## config.mk

```make
export PLATFORM = sky130hd
export DESIGN_NAME = mem_arbiter
export DESIGN_NICKNAME = d
export VERILOG_FILES = /design/src/rtl/mem_arbiter.sv
export SDC_FILE = /design/constraint.sdc
export NUM_CORES = 1
export LEC_CHECK = 0
export ABC_AREA = 0
export ABC_CLOCK_PERIOD_IN_PS = 1730
export CAP_MARGIN = 5
export CORE_AREA = 2 2 296 298
export CTS_BUF_LIST = sky130_fd_sc_hd__clkbuf_2 sky130_fd_sc_hd__clkbuf_4 sky130_fd_sc_hd__clkbuf_8
export DETAILED_ROUTE_END_ITERATION = 10
export DIE_AREA = 0 0 298 300
export GPL_ROUTABILITY_DRIVEN = 0
export SLEW_MARGIN = 20
export SYNTH_ARGS = -nofsm -noshare
export SYNTH_HDL_FRONTEND = slang
export SYNTH_SLANG_ARGS = --single-unit
```

## constraint.sdc

```tcl
create_clock -name clk -period 1.73 [get_ports clk]
set_input_delay 0.346 -clock clk [delete_from_list [all_inputs] [get_ports clk]]
set_output_delay 0.346 -clock clk [all_outputs]
set_load 0.1 [all_outputs]
```

## src/rtl/mem_arbiter.sv

```systemverilog
// Arbitrates the single main-memory block port between the icache refill path and the
// dcache refill/write-back path. The dcache wins by default, and a wait counter bounds icache starvation.
module mem_arbiter #(
    parameter int BLOCKSIZE = 4,
    parameter int MAXWAIT   = 4,
    localparam int DW       = 2 ** (BLOCKSIZE + 3),
    localparam int WCW      = $clog2(MAXWAIT + 1)
) (
    input  logic            clk,
    input  logic            reset,
    input  logic            ic_req,
    input  logic [31:0]     ic_addr,
    output logic [DW-1:0]   ic_data,
    output logic            ic_ack,
    input  logic            dc_req,
    input  logic            dc_write,
    input  logic [31:0]     dc_addr,
    input  logic [DW-1:0]   dc_wdata,
    output logic [DW-1:0]   dc_rdata,
    output logic            dc_ack,
    output logic            mem_req,
    output logic            mem_write,
    output logic [31:0]     mem_addr,
    output logic [DW-1:0]   mem_wdata,
    input  logic [DW-1:0]   mem_rdata,
    input  logic            mem_ack,
    output logic [2:0]      dbg_state_o,
    output logic [WCW-1:0]  dbg_waitcnt_o
);

    typedef enum logic [2:0] {
        IDLE    = 3'd0,
        BUSY_IC = 3'd1,
        BUSY_DC = 3'd2,
        DONE_IC = 3'd3,
        DONE_DC = 3'd4
    } state_t;

    // Handshakes: a requester raises req and holds it (with its address/data) until it
    // samples its ack pulse, then drops req on that same edge. Memory sees mem_req held with
    // stable address/data until it answers with mem_ack, which may come in the first cycle.

    state_t             state_q, state_d;
    logic               mem_req_q, mem_req_d;
    logic               mem_write_q, mem_write_d;
    logic [31:0]        mem_addr_q, mem_addr_d;
    logic [DW-1:0]      mem_wdata_q, mem_wdata_d;
    logic [DW-1:0]      ic_data_q, ic_data_d;
    logic [DW-1:0]      dc_rdata_q, dc_rdata_d;
    logic               ic_ack_q, ic_ack_d;
    logic               dc_ack_q, dc_ack_d;
    logic [WCW-1:0]     waitcnt_q, waitcnt_d;
    logic               wait_full;
    logic               unused_addr_bits;

    assign wait_full        = (waitcnt_q == WCW'(MAXWAIT));
    assign unused_addr_bits = ^{ic_addr[BLOCKSIZE-1:0], dc_addr[BLOCKSIZE-1:0]};

    always_comb begin
        state_d     = state_q;
        mem_req_d   = mem_req_q;
        mem_write_d = mem_write_q;
        mem_addr_d  = mem_addr_q;
        mem_wdata_d = mem_wdata_q;
        ic_data_d   = ic_data_q;
        dc_rdata_d  = dc_rdata_q;
        ic_ack_d    = 1'b0;
        dc_ack_d    = 1'b0;
        waitcnt_d   = waitcnt_q;

        case (state_q)
            IDLE: begin
                // The icache only overrides a competing dcache once it has lost MAXWAIT times.
                if (dc_req && !(ic_req && wait_full)) begin
                    state_d     = BUSY_DC;
                    mem_req_d   = 1'b1;
                    mem_write_d = dc_write;
                    mem_addr_d  = {dc_addr[31:BLOCKSIZE], {BLOCKSIZE{1'b0}}};
                    mem_wdata_d = dc_wdata;
                    if (ic_req && !wait_full) begin
                        waitcnt_d = waitcnt_q + WCW'(1);
                    end
                end else if (ic_req) begin
                    state_d     = BUSY_IC;
                    mem_req_d   = 1'b1;
                    mem_write_d = 1'b0;
                    mem_addr_d  = {ic_addr[31:BLOCKSIZE], {BLOCKSIZE{1'b0}}};
                    mem_wdata_d = '0;
                    waitcnt_d   = '0;
                end
            end
            BUSY_IC: begin
                if (mem_ack) begin
                    state_d     = DONE_IC;
                    mem_req_d   = 1'b0;
                    mem_write_d = 1'b0;
                    ic_data_d   = mem_rdata;
                    ic_ack_d    = 1'b1;
                end
            end
            BUSY_DC: begin
                if (mem_ack) begin
                    state_d     = DONE_DC;
                    mem_req_d   = 1'b0;
                    mem_write_d = 1'b0;
                    dc_ack_d    = 1'b1;
                    if (!mem_write_q) begin
                        dc_rdata_d = mem_rdata;
                    end
                end
            end
            DONE_IC: state_d = IDLE;
            DONE_DC: state_d = IDLE;
            default: state_d = IDLE;
        endcase

        // A vanished icache request forfeits any accumulated waiting credit.
        if (!ic_req) begin
            waitcnt_d = '0;
        end
    end

    always_ff @(posedge clk) begin
        if (reset) begin
            state_q     <= IDLE;
            mem_req_q   <= 1'b0;
            mem_write_q <= 1'b0;
            mem_addr_q  <= '0;
            mem_wdata_q <= '0;
            ic_data_q   <= '0;
            dc_rdata_q  <= '0;
            ic_ack_q    <= 1'b0;
            dc_ack_q    <= 1'b0;
            waitcnt_q   <= '0;
        end else begin
            state_q     <= state_d;
            mem_req_q   <= mem_req_d;
            mem_write_q <= mem_write_d;
            mem_addr_q  <= mem_addr_d;
            mem_wdata_q <= mem_wdata_d;
            ic_data_q   <= ic_data_d;
            dc_rdata_q  <= dc_rdata_d;
            ic_ack_q    <= ic_ack_d;
            dc_ack_q    <= dc_ack_d;
            waitcnt_q   <= waitcnt_d;
        end
    end

    assign mem_req       = mem_req_q;
    assign mem_write     = mem_write_q;
    assign mem_addr      = mem_addr_q;
    assign mem_wdata     = mem_wdata_q;
    assign ic_data       = ic_data_q;
    assign dc_rdata      = dc_rdata_q;
    assign ic_ack        = ic_ack_q;
    assign dc_ack        = dc_ack_q;
    assign dbg_state_o   = state_q;
    assign dbg_waitcnt_o = waitcnt_q;

endmodule

```

# Word-level counts from Yosys, hierarchy flattened
# Index checks and enable logic that the tools add are counted.
[op_classes] addsub=1 eq_ne=8 muxes=19 bitwise=4 reduce_logical=18
[ops] op="two-way mux 128 bit" count=2
[ops] op="two-way mux 32 bit" count=2
[ops] op="two-way mux 3 bit" count=6
[ops] op="one-hot mux 3 bit (3 select lines)" count=1
[ops] op="AND reduction 3 bit" count=3
[ops] op="OR reduction 2 bit" count=4
[ops] op="two-way mux 1 bit" count=6
[ops] op="AND reduction 2 bit" count=3
[ops] op="inequality test 2 x 1 -> 1 bit (second input constant)" count=2
[ops] op="inequality test 2 bit (second input constant)" count=2
[ops] op="NOT 1 bit" count=4
[ops] op="one-hot mux 1 bit (2 select lines)" count=2
[ops] op="nonzero test 2 bit" count=2
[ops] op="adder 3 x 1 -> 3 bit (second input constant)" count=1
[ops] op="== test 3 x 1 -> 1 bit (second input constant)" count=1
[ops] op="== test 3 x 2 -> 1 bit (second input constant)" count=1
[ops] op="== test 3 bit (second input constant)" count=1
[ops] op="logical AND 1 bit" count=3
[ops] op="zero test 3 bit" count=1
[ops] op="inequality test 3 bit (second input constant)" count=1
[ops] op="zero test 1 bit" count=2
[totals] reg_bits=426 output_inout_bits=426

# Longest topological paths before layout
# Gate-level depths: netlist of the first run.
[logic_depth] word_depth=6 depth_mapped=8

# Worst setup path after synthesis of the first run
# OpenSTA, ideal clock, no wires.
[synth_path] path_kind="reg-to-reg" start="reg waitcnt_q[0], in the netlist dbg_waitcnt_o[0]" end="reg mem_addr_q[20], in the netlist mem_addr[20]" setup_ns=0.089 arrival_time_ns=2.186 required_ns=1.641 slack_ns=-0.544 path_stages_with_launch=9 n_path_buf=2 synth_period_minus_slack_ns=2.274 path_cell_list="dfxtp_1 inv_1 ha_1 nand3_1 and2_1 buf_2 buf_2 nand2_1 a311oi_2"
[synth_via] elab_chain_cells=6 word_cells_on_any_way=7
[synth_rtl] element="start: declaration" line_no="52" source="logic [WCW-1:0] waitcnt_q, waitcnt_d;"
[synth_rtl] element="start signal: assignment" line_no="145" source="waitcnt_q <= waitcnt_d;"
[synth_rtl] element="== test 3 bit *" line_no="56" source="assign wait_full = (waitcnt_q == WCW'(MAXWAIT));"
[synth_rtl] element="logical AND 1 bit *" line_no="74" source="if (dc_req && !(ic_req && wait_full)) begin"
[synth_rtl] element="zero test 1 bit *" line_no="74"
[synth_rtl] element="logical AND 1 bit *" line_no="74"
[synth_rtl] element="nonzero test 2 bit (no line)"
[synth_rtl] element="AND reduction 2 bit (no line)"
[synth_rtl] element="end signal: assignment" line_no="139" source="mem_addr_q <= mem_addr_d;"
[synth_rtl] element="end: declaration" line_no="46" source="logic [31:0] mem_addr_q, mem_addr_d;"
# Every way passes the cells marked *; elsewhere a longest branch is shown, timed or not.
# A chain may end at the register's enable or synchronous reset.

# Worst setup path in the final report of the first run
[layout_path] start="reg state_q[1], in the netlist dbg_state_o[1]" end="reg mem_wdata_q[39], in the netlist mem_wdata[39]"
[layout_via] elab_chain_cells=2
[layout_rtl] element="start: declaration" line_no="43" source="state_t state_q, state_d;"
[layout_rtl] element="start signal: assignment" line_no="136" source="state_q <= state_d;"
[layout_rtl] element="zero test 3 bit" line_no="71" source="case (state_q)"
[layout_rtl] element="AND reduction 2 bit (no line)"
[layout_rtl] element="end signal: assignment" line_no="140" source="mem_wdata_q <= mem_wdata_d;"
[layout_rtl] element="end: declaration" line_no="47" source="logic [DW-1:0] mem_wdata_q, mem_wdata_d;"
# No other way between the ends.

==> flow_metrics.tcl, run 1 <==
set metrics [dict create \
    critical_path_arrival_ns 2.30 \
    setup.worst_path.end_class "flop" \
    post_drt_wl_per_cell_um 18.8 \
    place.port_buffers 739 \
    synth-edff-count 0 \
    post_dp_cell_area_mm2 0.0286 \
    die_height_um 300 \
    fin_ws_ns 0.0000289 \
    post-dp-hpwl_mm 54.8 \
    cp_data_required_time_ns 2.30 \
    synth_area_mm2 0.0149 \
    finalInstanceArea_mm2 0.0306 \
    synth_async_sr_flop_share_pct 0 \
    vias_per_cell 4.09 \
    initial_core_util_pct 17.3 \
    synthesis.instances 1759 \
    synthesis.area_per_instance_um2 8.48 \
    cts_tree "done" \
    ios 752 \
    timing.critical_path.fanout_max 19 \
    hold_path_startpoint "dc_addr[8]" \
    initialDrtViolationCount 691 \
    hold_violations 0 \
    period_minus_ws_final_ns 1.73 \
    root_buffer "sky130_fd_sc_hd__clkbuf_8" \
    grt_pass1_wl_mm 103 \
    holdPathStages 3 \
    grt_max_degree 68 \
    synth.lib_cells_used.distinct 34 \
    design.die.area_mm2 0.0894 \
    final_min_period_over_clock_period_pct 100 \
    drv_slew 0 \
    grt_overall_usage_pct 15.2 \
    row_count 108 \
    finish.net_count 2902 \
    die_w_um 298 \
    grt_antenna_before_repair 18 \
    clock_sink_count 422 \
    cellPowerDensity_mw_per_mm2 1230 \
    cells_on_worst_reg2reg_path 7 \
    min_to "mem_addr[8]$_SDFFE_PP0P_" \
    crit_path_start_kind "flop" \
    first_global_vias 15500 \
    clock_latency_ns 0.66 \
    run_status "completed" \
    core_mm2 0.0862 \
    route.detailed.drc 0 \
    peakVddDrop_mv 0.870 \
    layout-area-overhead-vs-synth_pct 105 \
    synth-main-ff-cell "sky130_fd_sc_hd__dfxtp_1" \
    max_freq_mhz 578 \
    pre_cts_slack_ns -0.294 \
    fin_hold_ws_ns 0.257 \
    antenna_violating_nets_post_route 0 \
    cts-buffers-inserted 80 \
    synth_warnings 0 \
    dr.pass1.iters 5 \
    ys_ff_latch 422 \
    clock_transition_at_path_regs_ns 0.06 \
    regToRegStartpoint "dbg_state_o[1]$_SDFFE_PP0P_" \
    tns_ns 0 \
    vias 15500 \
    ctsLongestPathBuffers 3 \
    timing.reg2reg.setup_slack_ns 0.00003 \
    grt_remaining_overflow 0 \
    hp-class "input port to flop" \
    ctsHtreeMaxLevel 3 \
    drt-total-wl_mm 71.2 \
    post_route_clock_skew_ns 0.0305 \
    synth-seq-area-share_pct 56.6 \
    finalCoreUtilization_pct 35.5 \
    static-leakage-power_uw 0.0114 \
    r2r_end "mem_wdata[39]$_SDFFE_PP0P_" \
    finalSetupViolCount 0 \
    final_layout_size_suffix_gt1_share_pct 28.3 \
    max_cap_violations 0 \
    setup.worst_path.class "flop to flop" \
    rsz0062_at_grt "true" \
]
## metal layers
metal	up-vias	routed length, um	global-route usage (%)
li1	7514	-	-
met1	7251	26100	16.1
met2	619	36400	27.5
met3	108	6970	6.63
met4	22	1550	4.28
met5	-	147	0
## final cells by class
cell class / count / area [um^2]
Multi-Input combinational cell: 1186 / 5630
Clock buffer: 133 / 1640
Clock inverter: 10 / 138
Fill cell: 8581 / 55600
Tap cell: 1155 / 1450
Timing Repair Buffer: 878 / 13200
Inverter: 6 / 22.5
Sequential cell: 422 / 8490
Antenna cell: 6 / 15.0
## cells in the final DEF, fill, tap and decap left out, types with 3 or more instances in the layout
cell type,count
sky130_fd_sc_hd__inv_1,6
sky130_fd_sc_hd__dfxtp_2,18
sky130_fd_sc_hd__buf_4,92
sky130_fd_sc_hd__clkinv_2,3
sky130_fd_sc_hd__clkbuf_4,30
sky130_fd_sc_hd__a22oi_1,127
sky130_fd_sc_hd__a311oi_1,17
sky130_fd_sc_hd__buf_12,461
sky130_fd_sc_hd__dfxtp_4,5
sky130_fd_sc_hd__dfxtp_1,399
sky130_fd_sc_hd__a21oi_1,262
sky130_fd_sc_hd__nand3_1,3
sky130_fd_sc_hd__bufinv_16,3
sky130_fd_sc_hd__clkdlybuf4s50_1,316
sky130_fd_sc_hd__buf_6,4
sky130_fd_sc_hd__nor2_1,163
sky130_fd_sc_hd__clkbuf_8,103
sky130_fd_sc_hd__a311oi_2,11
sky130_fd_sc_hd__diode_2,6
sky130_fd_sc_hd__nand2_1,571
sky130_fd_sc_hd__conb_1,4
## through the flow
stage / power, uW / cells
2_1_floorplan: 20200 / 1762
5_1_grt: 39000 / 3793
4_1_cts: 37900 / 3783
6_report: 37600 / 3796
3_5_place_dp: 26800 / 3636
3_3_place_gp: 26700 / 3636
## logic make-up after synthesis
family / after synthesis / synth area share (%)
adders and majority gates: 2 / 0.168
DFF: 422 / 56.6
buffers and inverters: 154 / 5.93
other: 1 / 0.0251
AOI/OAI and AO/OA: 427 / 17.7
and+or+nand+nor: 751 / 19.4
xor gates and xnor gates: 2 / 0.117
## flip-flops by register name (all words and copies together) (netlist names)
signal         count
dc_rdata         128
dc_ack             1
dbg_state_o        3
ic_data          128
ic_ack             1
mem_req            1
dbg_waitcnt_o      3
mem_write          1
mem_addr          28
mem_wdata        128
## Yosys cell counts, types with 2 or more instances
cell | count | area share [%]
sky130_fd_sc_hd__nand2_1 | 572 | 14
sky130_fd_sc_hd__buf_4 | 23 | 1.2
sky130_fd_sc_hd__dfxtp_1 | 422 | 57
sky130_fd_sc_hd__a22oi_1 | 128 | 6.4
sky130_fd_sc_hd__inv_1 | 6 | 0.15
sky130_fd_sc_hd__xor2_1 | 2 | 0.12
sky130_fd_sc_hd__a211oi_1 | 2 | 0.10
sky130_fd_sc_hd__a21oi_1 | 262 | 8.8
sky130_fd_sc_hd__nor2_1 | 163 | 4.1
sky130_fd_sc_hd__o21ai_0 | 2 | 0.067
sky130_fd_sc_hd__buf_6 | 23 | 1.7
sky130_fd_sc_hd__clkbuf_1 | 63 | 1.6
sky130_fd_sc_hd__and2_1 | 2 | 0.084
sky130_fd_sc_hd__a311oi_1 | 18 | 1.1
sky130_fd_sc_hd__and4b_1 | 3 | 0.20
sky130_fd_sc_hd__ha_1 | 2 | 0.17
sky130_fd_sc_hd__buf_2 | 38 | 1.3
sky130_fd_sc_hd__nand3_1 | 3 | 0.10
sky130_fd_sc_hd__a311oi_2 | 10 | 1.0
## what timing repair did
action                                  in CTS  in global routing
endpoints found under the setup margin      18                 63
setup buffers                                3                  5
pin swaps                                    0                 10
resized for setup                           18                 10
hold buffers                                 1                  0
endpoints found under the hold margin       20                  0
cloned                                       0                  2
## power by group
part | leakage [uW] | total [uW] | internal, uW | switching, uW
logic | 0.00705 | 15000 | 5530 | 9500
clock network | 0.000942 | 10900 | 6420 | 4460
registers | 0.00345 | 11600 | 10600 | 1010
total | 0.0114 | 37600 | 22600 | 15000
## critical path: stages, from the launching register on
cell,delay [ns]
sky130_fd_sc_hd__dfxtp_4,0.35
sky130_fd_sc_hd__buf_4,0.13
sky130_fd_sc_hd__nor3_4,0.34
sky130_fd_sc_hd__and3_4,0.28
sky130_fd_sc_hd__buf_12,0.14
sky130_fd_sc_hd__clkbuf_16,0.20
sky130_fd_sc_hd__a22oi_1,0.09
sky130_fd_sc_hd__nor2_1,0.10
## how the worst max path moves through the flow
stage,startpoint,end,slack [ns],cells after the start
6_report,dbg_state_o[1]$_SDFFE_PP0P_,mem_wdata[39]$_SDFFE_PP0P_,0.00003,7
5_1_grt,dbg_state_o[1]$_SDFFE_PP0P_,mem_wdata[76]$_SDFFE_PP0P_,-0.07,7
4_1_cts,dbg_state_o[1]$_SDFFE_PP0P_,dbg_state_o[1],-0.02,2
3_5_place_dp,dc_req,mem_addr[14]$_SDFFE_PP0P_,-0.29,6
3_3_place_gp,dc_req,mem_addr[27]$_SDFFE_PP0P_,-0.20,6
2_1_floorplan,dbg_waitcnt_o[0]$_SDFFE_PP0P_,mem_addr[20]$_SDFFE_PP0P_,0.01,8
(Power assumes the default switching activity.)
==> run 2, diff against run 1 <==
--- a/config.mk
+++ b/config.mk
@@ -13,6 +13,7 @@
 export DETAILED_ROUTE_END_ITERATION = 10
 export DIE_AREA = 0 0 298 300
 export GPL_ROUTABILITY_DRIVEN = 0
+export RECOVER_POWER = 100
 export SLEW_MARGIN = 20
 export SYNTH_ARGS = -nofsm -noshare
 export SYNTH_HDL_FRONTEND = slang
==> run 2 against run 1 <==
Against the previous run:
- register-to-register slack better by 0.04 ns
- final area down 2.0%
- final cell count unchanged
- count of clock-buffer cells in the layout unchanged
- hold slack better by 0.0014 ns
- clock power about the same
- first-iteration DRC count down 3.6%
- sequential cell count unchanged
- critical path depth down 3
- sequential share of layout area up 0.57 points
- total power down 0.67%
- global-route usage unchanged
- critical path type is now input port to flop
==> flow_metrics.tcl, run 2 (synthesis results as in run 1) <==
set metrics [dict create \
    most_frequent_standard_cell_in_the_layout_excluding_fill_and_tap_cells "sky130_fd_sc_hd__nand2_1" \
    die_w_um 298 \
    share_seq_of_total_power_pct 31.1 \
    hold_violations 0 \
    fin_hold_ws_ns 0.259 \
    r2r_end "mem_wdata[39]$_SDFFE_PP0P_" \
    finalInstanceArea_mm2 0.0300 \
    area_of_the_multi_input_gates_mm2 0.00563 \
    placed_cells 3636 \
    run_status "completed" \
    max_freq_mhz 581 \
    peakVddDrop_mv 0.870 \
    design.die.area_mm2 0.0894 \
    ios 752 \
    crit_path_start_kind "input port" \
    max_slew.worst_pin.slew_ns 0.952 \
    layoutNonFillerInstCount 3796 \
    comb_power_share_pct 39.7 \
    drt-total-wl_mm 71.3 \
    hold_path_startpoint "dc_addr[8]" \
    grt_antenna_before_repair 18 \
    post_dp_cell_area_mm2 0.0286 \
    layout-area-overhead-vs-synth_pct 101 \
    cells_on_worst_reg2reg_path 7 \
    power.clock.fraction_pct 29.2 \
    clock_sink_count 422 \
    finalCoreUtilization_pct 34.8 \
    place.port_buffers 739 \
    grt_remaining_overflow 0 \
    period_minus_ws_final_ns 1.72 \
    seq_area_mm2 0.00849 \
    min_to "mem_addr[8]$_SDFFE_PP0P_" \
    max-slew-margin-rel_pct 36.5 \
    core_mm2 0.0862 \
    cts_tree "done" \
    max_cap_violations 0 \
    rsz0062_at_grt "true" \
    grt_max_degree 68 \
    route.detailed.drc 0 \
    vias 15500 \
    grt_overall_usage_pct 15.2 \
    finish.net_count 2902 \
    initialDrtViolationCount 666 \
    clock_latency_ns 0.66 \
    cellPowerDensity_mw_per_mm2 1240 \
    cp_data_required_time_ns 2.23 \
    power.net_switching_uw 14900 \
    die_height_um 300 \
    post_route_clock_skew_ns 0.0311 \
    critical_path_arrival_ns 2.23 \
    layout_common_cells "571 x sky130_fd_sc_hd__nand2_1, 410 x sky130_fd_sc_hd__buf_12, 399 x sky130_fd_sc_hd__dfxtp_1" \
    hp-class "input port to flop" \
    static-leakage-power_uw 0.0113 \
    final_min_period_over_clock_period_pct 99.6 \
    cts-buffers-inserted 80 \
    timing.critical_path.fanout_max 67 \
    setup.worst_path.end_class "flop" \
    root_buffer "sky130_fd_sc_hd__clkbuf_8" \
    grt_pass1_wl_mm 103 \
    antenna_violating_nets_post_route 0 \
    holdPathStages 3 \
    timing.reg2reg.setup_slack_ns 0.04 \
    first_global_vias 15500 \
    post-dp-hpwl_mm 54.8 \
    power.switching_fraction_pct 40.0 \
    drv_slew 0 \
    row_count 108 \
    fillers 8673 \
    post_drt_wl_per_cell_um 18.8 \
    regToRegStartpoint "dbg_state_o[1]$_SDFFE_PP0P_" \
    setup.worst_path.class "input port to flop" \
    finalSetupViolCount 0 \
    dr.pass1.iters 5 \
    ctsHtreeMaxLevel 3 \
    initial_core_util_pct 17.3 \
    cell_internal_pwr_uw 22400 \
    vias_per_cell 4.09 \
    final_layout_size_suffix_gt1_share_pct 28.3 \
    ctsLongestPathBuffers 3 \
    clock_transition_at_path_regs_ns 0.06 \
]
==> run 2: critical path: stages <==
cell,delay [ns]
sky130_fd_sc_hd__dlygate4sd3_1,0.52
sky130_fd_sc_hd__buf_2,0.74
sky130_fd_sc_hd__buf_8,0.44
sky130_fd_sc_hd__a21oi_1,0.09
==> run 2: power groups by stage <==
stage	clock network (uW)	logic (uW)	registers, uW
2_1_floorplan	0	2650	17600
3_3_place_gp	0	14800	11800
3_5_place_dp	0	14900	11800
4_1_cts	11300	15000	11600
5_1_grt	11700	15400	11700
6_report	10900	14800	11600
==> run 2: metrics by stage <==
step / TNS (ns) / power [uW] / setup slack (ns)
4_1_cts: -0.0182 / 37900 / -0.0152
3_3_place_gp: -39.79 / 26700 / -0.203
5_1_grt: -2.87 / 38800 / -0.0704
2_1_floorplan: 0 / 20200 / 0.0100
3_5_place_dp: -49.01 / 26800 / -0.294
6_report: 0 / 37300 / 0.00747
==> run 2: area by class of cell <==
cell class,count,share of cell area (%)
Inverter,6,0.0751
Sequential cell,422,28.3
Clock buffer,133,5.48
Antenna cell,6,0.0501
Clock inverter,10,0.459
Multi-Input combinational cell,1186,18.8
Timing Repair Buffer,878,42.0
Tap cell,1155,4.82
==> run 2: how the worst max path moves through the flow <==
| stage | startpoint | cells after the start | to |
|---|---|---|---|
| detailed placement | dc_req | 6 | mem_addr[14]$_SDFFE_PP0P_ |
| finish | reset | 4 | dc_rdata[69]$_SDFFE_PP0P_ |
| global placement | dc_req | 6 | mem_addr[27]$_SDFFE_PP0P_ |
| global route | dbg_state_o[1]$_SDFFE_PP0P_ | 7 | mem_wdata[76]$_SDFFE_PP0P_ |
| CTS | dbg_state_o[1]$_SDFFE_PP0P_ | 2 | dbg_state_o[1] |
| floorplan | dbg_waitcnt_o[0]$_SDFFE_PP0P_ | 8 | mem_addr[20]$_SDFFE_PP0P_ |
==> run 2: per-layer routing <==
layer / part of all wire (%) / vias to the layer above / track usage (%)
met5: 0.21 / - / 0
met3: 9.8 / 108 / 6.63
met1: 37 / 7254 / 16.1
met2: 51 / 628 / 27.5
met4: 2.1 / 22 / 4.28
li1: - / 7520 / -
==> run 2: repair_timing <==
item | 4_1_cts | 5_1_grt
hold buffers | 1 | 0
endpoints found under the hold margin | 20 | 0
resized for setup | 18 | 10
buffers inserted | 3 | 5
pin swaps | 0 | 10
gates cloned | 0 | 2
endpoints found under the setup margin | 18 | 63
